--- config.mk ---
export PLATFORM = sky130hd
export DESIGN_NAME = audio_i2s_tx_flat
export DESIGN_NICKNAME = d
export VERILOG_FILES = /design/src/rtl/audio_i2s_tx_if.sv /design/src/rtl/audio_i2s_tx.sv /design/src/flat_wrapper.sv
export SDC_FILE = /design/constraint.sdc
export NUM_CORES = 1
export LEC_CHECK = 0
export CAP_MARGIN = 25
export CORE_UTILIZATION = 30
export CTS_CLUSTER_SIZE = 30
export DETAILED_ROUTE_END_ITERATION = 12
export GPL_TIMING_DRIVEN = 0
export HOLD_SLACK_MARGIN = 0.1
export RECOVER_POWER = 25
export REMOVE_ABC_BUFFERS = 1
export SYNTH_ARGS = -nofsm -noshare
export SYNTH_HDL_FRONTEND = slang
export SYNTH_SLANG_ARGS = --single-unit
--- constraint.sdc ---
create_clock -name clk -period 4.53 [get_ports clk]
set_input_delay 1.1325 -clock clk [delete_from_list [all_inputs] [get_ports clk]]
set_output_delay 1.1325 -clock clk [all_outputs]
set_load 0.01 [all_outputs]
--- src/rtl/audio_i2s_tx_if.sv ---
`default_nettype none
// ============================================================================
// Module   : audio_i2s_tx_if
// Purpose  : Valid/ready sample stream feeding the I2S transmitter.
// Revision : 1.0
// ============================================================================
interface audio_i2s_tx_if #(
    parameter int SAMPLE_SIZE = 16
) ();
    logic                   tvalid;
    logic [SAMPLE_SIZE-1:0] tdata;
    logic                   tready;

    modport master (output tvalid, output tdata, input  tready);
    modport slave  (input  tvalid, input  tdata, output tready);
endinterface
`default_nettype wire

--- src/rtl/audio_i2s_tx.sv ---
`default_nettype none
// ============================================================================
// Module   : audio_i2s_tx
// Purpose  : Serialises mono samples as I2S frames (same sample on L and R).
// Revision : 1.0
// ============================================================================
module audio_i2s_tx #(
    parameter int SAMPLE_SIZE = 16,
    parameter int BCLK_DIV    = 4
) (
    input  wire logic       clk,
    input  wire logic       reset_n,
    audio_i2s_tx_if.slave   s_stream,
    output logic            bclk,
    output logic            lrclk,
    output logic            sdata,
    output logic            underrun
);
    localparam int c_DIV_W = $clog2(BCLK_DIV) + 1;
    localparam int c_BIT_W = $clog2(2 * SAMPLE_SIZE);
    localparam logic [c_DIV_W-1:0] c_DIV_LAST = c_DIV_W'(BCLK_DIV - 1);
    localparam logic [c_BIT_W-1:0] c_BIT_LAST = c_BIT_W'(2 * SAMPLE_SIZE - 1);
    localparam logic [c_BIT_W-1:0] c_LR_FIRST = c_BIT_W'(SAMPLE_SIZE - 1);
    localparam logic [c_BIT_W-1:0] c_LR_LAST  = c_BIT_W'(2 * SAMPLE_SIZE - 2);

    logic [c_DIV_W-1:0]     div_cnt_q,   div_cnt_d;
    logic                   bclk_q,      bclk_d;
    logic [c_BIT_W-1:0]     bit_cnt_q,   bit_cnt_d;
    logic [SAMPLE_SIZE-1:0] hold_q,      hold_d;
    logic                   hold_full_q, hold_full_d;
    logic [SAMPLE_SIZE-1:0] shift_q,     shift_d;
    logic                   sdata_q,     sdata_d;
    logic                   lrclk_q,     lrclk_d;
    logic                   underrun_q,  underrun_d;

    logic                     w_div_wrap;
    logic                     w_strobe;
    logic                     w_load;
    logic                     w_txn;
    logic [2*SAMPLE_SIZE-1:0] w_frame;

    assign w_div_wrap      = (div_cnt_q == c_DIV_LAST);
    assign w_strobe        = w_div_wrap && bclk_q;
    assign w_load          = w_strobe && (bit_cnt_q == c_BIT_LAST);
    assign w_txn           = s_stream.tvalid && !hold_full_q;
    assign s_stream.tready = !hold_full_q;

    always_ff @(posedge clk or negedge reset_n) begin
        if (!reset_n) begin
            div_cnt_q   <= '0;
            bclk_q      <= 1'b0;
            bit_cnt_q   <= c_BIT_LAST;
            hold_q      <= '0;
            hold_full_q <= 1'b0;
            shift_q     <= '0;
            sdata_q     <= 1'b0;
            lrclk_q     <= 1'b0;
            underrun_q  <= 1'b0;
        end else begin
            div_cnt_q   <= div_cnt_d;
            bclk_q      <= bclk_d;
            bit_cnt_q   <= bit_cnt_d;
            hold_q      <= hold_d;
            hold_full_q <= hold_full_d;
            shift_q     <= shift_d;
            sdata_q     <= sdata_d;
            lrclk_q     <= lrclk_d;
            underrun_q  <= underrun_d;
        end
    end

    always_comb begin
        div_cnt_d   = w_div_wrap ? '0 : div_cnt_q + c_DIV_W'(1);
        bclk_d      = w_div_wrap ? !bclk_q : bclk_q;
        bit_cnt_d   = bit_cnt_q;
        hold_d      = hold_q;
        hold_full_d = hold_full_q;
        shift_d     = shift_q;
        sdata_d     = sdata_q;
        lrclk_d     = lrclk_q;
        underrun_d  = 1'b0;
        w_frame     = '0;

        if (w_strobe) begin
            bit_cnt_d = w_load ? '0 : bit_cnt_q + c_BIT_W'(1);
            if (w_load) begin
                if (hold_full_q) begin
                    shift_d     = hold_q;
                    hold_full_d = 1'b0;
                end else begin
                    shift_d    = '0;
                    underrun_d = 1'b1;
                end
            end
            // Two copies back to back: one reversed index covers both slots MSB first.
            w_frame = {shift_d, shift_d};
            sdata_d = w_frame[c_BIT_LAST - bit_cnt_d];
            lrclk_d = (bit_cnt_d >= c_LR_FIRST) && (bit_cnt_d <= c_LR_LAST);
        end

        // Accepting only when empty means a sample never reaches the shifter in its arrival cycle.
        if (w_txn) begin
            hold_d      = s_stream.tdata;
            hold_full_d = 1'b1;
        end
    end

    assign bclk     = bclk_q;
    assign lrclk    = lrclk_q;
    assign sdata    = sdata_q;
    assign underrun = underrun_q;
endmodule
`default_nettype wire

--- src/flat_wrapper.sv ---
// flat-port wrapper written by rule: the top's interface ports become plain ports
module audio_i2s_tx_flat 
#(
    parameter int SAMPLE_SIZE = 16,
    parameter int BCLK_DIV    = 4
)
  (clk, reset_n, bclk, lrclk, sdata, underrun, s_stream_tvalid, s_stream_tdata, s_stream_tready);
  audio_i2s_tx_if #(.SAMPLE_SIZE(SAMPLE_SIZE)) s_stream_i ();
  input  wire logic clk;
  input  wire logic reset_n;
  output logic bclk;
  output logic lrclk;
  output logic sdata;
  output logic underrun;
  input wire logic [$bits(s_stream_i.tvalid)-1:0] s_stream_tvalid;
  input wire logic [$bits(s_stream_i.tdata)-1:0] s_stream_tdata;
  output wire logic [$bits(s_stream_i.tready)-1:0] s_stream_tready;
  assign s_stream_i.tvalid = s_stream_tvalid;
  assign s_stream_i.tdata = s_stream_tdata;
  assign s_stream_tready = s_stream_i.tready;
  audio_i2s_tx #(.SAMPLE_SIZE(SAMPLE_SIZE), .BCLK_DIV(BCLK_DIV)) u_core (.clk(clk), .reset_n(reset_n), .s_stream(s_stream_i), .bclk(bclk), .lrclk(lrclk), .sdata(sdata), .underrun(underrun));
endmodule
==> metrics.yaml <==
power_and_ir_drop:
  powerDensity_nw_per_um2: 340
  power.leakage_uw: 0.00103
  vdd_drop_max_uv: 197
route:
  drt_iter0_drc: 77
  drc_errors: 0
  routedWlPerCell_microns: 12.6
  drt-pass1-iter-count: 4
  vias: 1358
  routed_wl_mm: 3.55
  ant_nets: 0
  viasPerCell: 4.82
setup_path:
  crit_path_max_incr_delay_ps: 710
  required_ps: 4710
  worstRegToRegCells: 9
  rrSetupSlack_ps: 1300
  path_cells: "ha_1 > and3_1 > ha_1 > nand4b_1 > buf_8 > and2_1 > a221oi_2 > o221ai_1 > and3_1"
  critical_path.max_fanout: 22
  cp_top_family: "simple AND/OR/NAND/NOR gates"
  cp-end-kind: "flop"
  path_class: "flop to flop"
  critPathLaunchType: "flop"
  worstPathBufferInverterCount: 1
  critPathSlowestCell: "dfstp_2"
  crit_cells: 9
  r2r-end: "u_core.sdata$_DFFE_PN0P_"
  arrival_ps: 3410
  worstReg2RegStart: "u_core.bit_cnt_q[0]$_DFFE_PN1P_"
placed_design:
  gp_congestion: 0.721
  dpl.hpwl_mm: 2.46
  dp_slack_ps: 1310
  dp_cells: 274
  port_buffers: 23
  placed_area_sq_um: 2360
yosys:
  seq_area_frac_synth: 0.548
  synth_compound_area_frac: 0.109
  synth-edff-count: 0
  ys_types: 36
  synth_seq_cells: 45
  yosysWarnings: 0
  synthMuxAreaShare: 0.131
  synthAdderAreaFrac: 0.0242
  synth_top_family_by_area: "simple AND/OR/NAND/NOR gates"
  synth_ff_type: "dfrtp_1"
  synth_cells: 185
  synth-simple-area-share: 0.133
  yosys.area_share.xor_xnor: 0.0170
  syn_area_sq_um: 2060
  syn_area_per_cell_sq_um: 11.2
  synthArstFlopShare: 1.00
timing:
  clock.fmax_mhz: 310
  maxSlewViolCount: 39
  fin_crit_sh: 0.713
  finalClockSkew_ps: 2.95
  setup-tns-final_ps: 0
  finalSetupViolCount: 0
  fin_crit_ps: 3230
  rsz0062_at_grt: "false"
  max_slew.worst_pin.slew_ps: 2000
  max_slew_margin: -0.335
  setup_slack_ps: 1300
  hold_violations: 0
status:
  violations: "capacitance limit, slew limit"
  status: "finished with violations"
global_routing:
  grt_overflow: 0
  grt_pass1_vias: 1357
  grt_use_total: 0.114
  grt_max_degree: 39
  grt_pass1_wl_mm: 6.46
  antenna_found_initial: 0
min_path:
  worstHoldPathCells: 1
  hold_start: "u_core.div_cnt_q[0]$_DFF_PN0_"
  holdPathEnd: "u_core.div_cnt_q[0]$_DFF_PN0_"
  hp-class: "flop to flop"
die:
  ios: 24
  fp-row-count: 29
  die_area_sq_um: 7220
  die_w_microns: 85.0
  core_sq_um: 6490
  die_h_microns: 85.0
  start_util: 0.318
clock_network:
  cts.hold.buffers_added: 0
  clk_pin_slew_ps: 80
  clock_latency_ps: 290
  cts_buffers: 5
  cts.repair.resized: 0
  cts_tree: "yes"
  postCtsSetupRepairBufs: 0
  cts_sinks: 45
  root_buffer: "clkbuf_8"
  htreeDepth: 2
  cts_buffer_depth: 2
finish:
  antenna_cells: 0
  final_cells: 282
  postLayoutCellArea_sq_um: 2430
  drive_above_1_share: 0.210
  area_growth_pct: 17.5
  layout.nets: 227
  n_fill_cell: 631
job:
  cap_violations: 1
-- area by class of cell --
cell class | instances | area, sq um | share of cell area
sequential | 45 | 1130 | 0.467
clock buffer | 6 | 72.6 | 0.0299
tap | 77 | 96.3 | 0.0397
multi-input combinational | 123 | 857 | 0.353
timing repair buffer | 25 | 243 | 0.100
clock inverter | 2 | 10.0 | 0.00413
inverter | 4 | 15.0 | 0.00619
-- registers in the layout, summed over array words and instances, names as in the netlist --
signal              count
u_core.shift_q         16
u_core.hold_q          16
u_core.div_cnt_q        3
u_core.sdata            1
u_core.bit_cnt_q        5
u_core.hold_full_q      1
u_core.underrun         1
u_core.lrclk            1
u_core.bclk             1
-- per-stage QoR --
| step | hold WS, ps | utilization | total power [uW] |
|---|---|---|---|
| finish | 433 | 0.374 | 826 |
| global route | 446 | 0.374 | 877 |
| CTS | 436 | 0.376 | 842 |
| detailed placement | 423 | 0.364 | 603 |
| global placement | 420 | 0.359 | 597 |
| floorplan | 406 | - | 558 |
-- kinds of logic (layout without fill, tap and decap cells) --
| family | count (synthesis) | after routing |
|---|---|---|
| and+or+nand+nor | 58 | 58 |
| DFF | 45 | 45 |
| AOI/OAI and AO/OA | 35 | 35 |
| muxes | 22 | 22 |
| buffers and inverters | 17 | 37 |
| adders and majority gates | 4 | 4 |
| xor gates and xnor gates | 4 | 4 |
-- layout by cell type (no fill, tap or decap), drive strengths merged, types with 3 or more instances in the layout --
| cell type | n |
|---|---|
| a22o | 3 |
| nand3 | 3 |
| a21oi | 6 |
| nand2 | 33 |
| clkbuf | 8 |
| inv | 4 |
| nor2 | 6 |
| dfrtp | 40 |
| clkdlybuf4s50 | 22 |
| ha | 4 |
| o21ai | 17 |
| and3 | 4 |
| mux2 | 20 |
| dfstp | 5 |
| a221oi | 3 |
-- cell usage after synthesis (2+ instances only) --
cell | count | area, sq um
a21o_1 | 2 | 15.0
a21oi_1 | 6 | 30.0
a221oi_1 | 2 | 17.5
a22o_2 | 3 | 30.0
and3_1 | 3 | 18.8
buf_2 | 5 | 25.0
clkbuf_1 | 7 | 26.3
dfrtp_1 | 40 | 1000
dfstp_2 | 5 | 131
ha_1 | 4 | 50.1
inv_1 | 4 | 15.0
mux2_2 | 20 | 225
mux4_2 | 2 | 45.0
nand2_1 | 33 | 124
nand2b_1 | 2 | 12.5
nand3_1 | 3 | 15.0
nor2_1 | 6 | 22.5
nor3_1 | 2 | 10.0
o21ai_0 | 17 | 85.1
xnor2_1 | 2 | 17.5
xor2_1 | 2 | 17.5
-- metal layers --
layer | routed length, microns | track usage | up-vias
met5 | 0 | 0 | -
met1 | 1730 | 0.156 | 649
li1 | - | - | 680
met3 | 130 | 0.0321 | 7
met2 | 1620 | 0.168 | 22
met4 | 61 | 0.0508 | 0
-- how the worst max path moves through the flow --
| stage | startpoint | end |
|---|---|---|
| global placement | u_core.bit_cnt_q[0]$_DFFE_PN1P_ | u_core.sdata$_DFFE_PN0P_ |
| floorplan | u_core.bit_cnt_q[0]$_DFFE_PN1P_ | u_core.sdata$_DFFE_PN0P_ |
| finish | u_core.bit_cnt_q[0]$_DFFE_PN1P_ | u_core.sdata$_DFFE_PN0P_ |
| global route | reset_n | u_core.shift_q[13]$_DFFE_PN0P_ |
| CTS | u_core.bit_cnt_q[0]$_DFFE_PN1P_ | u_core.sdata$_DFFE_PN0P_ |
| detailed placement | u_core.bit_cnt_q[0]$_DFFE_PN1P_ | u_core.sdata$_DFFE_PN0P_ |
-- power by group --
part / switching, uW / leakage, uW / internal, uW / total, uW
logic: 31.7 / 0.000416 / 65.4 / 97.1
clock network: 130 / 0.0000450 / 107 / 237
registers: 34.3 / 0.000567 / 457 / 492
Power figures use the tool's default switching activity.
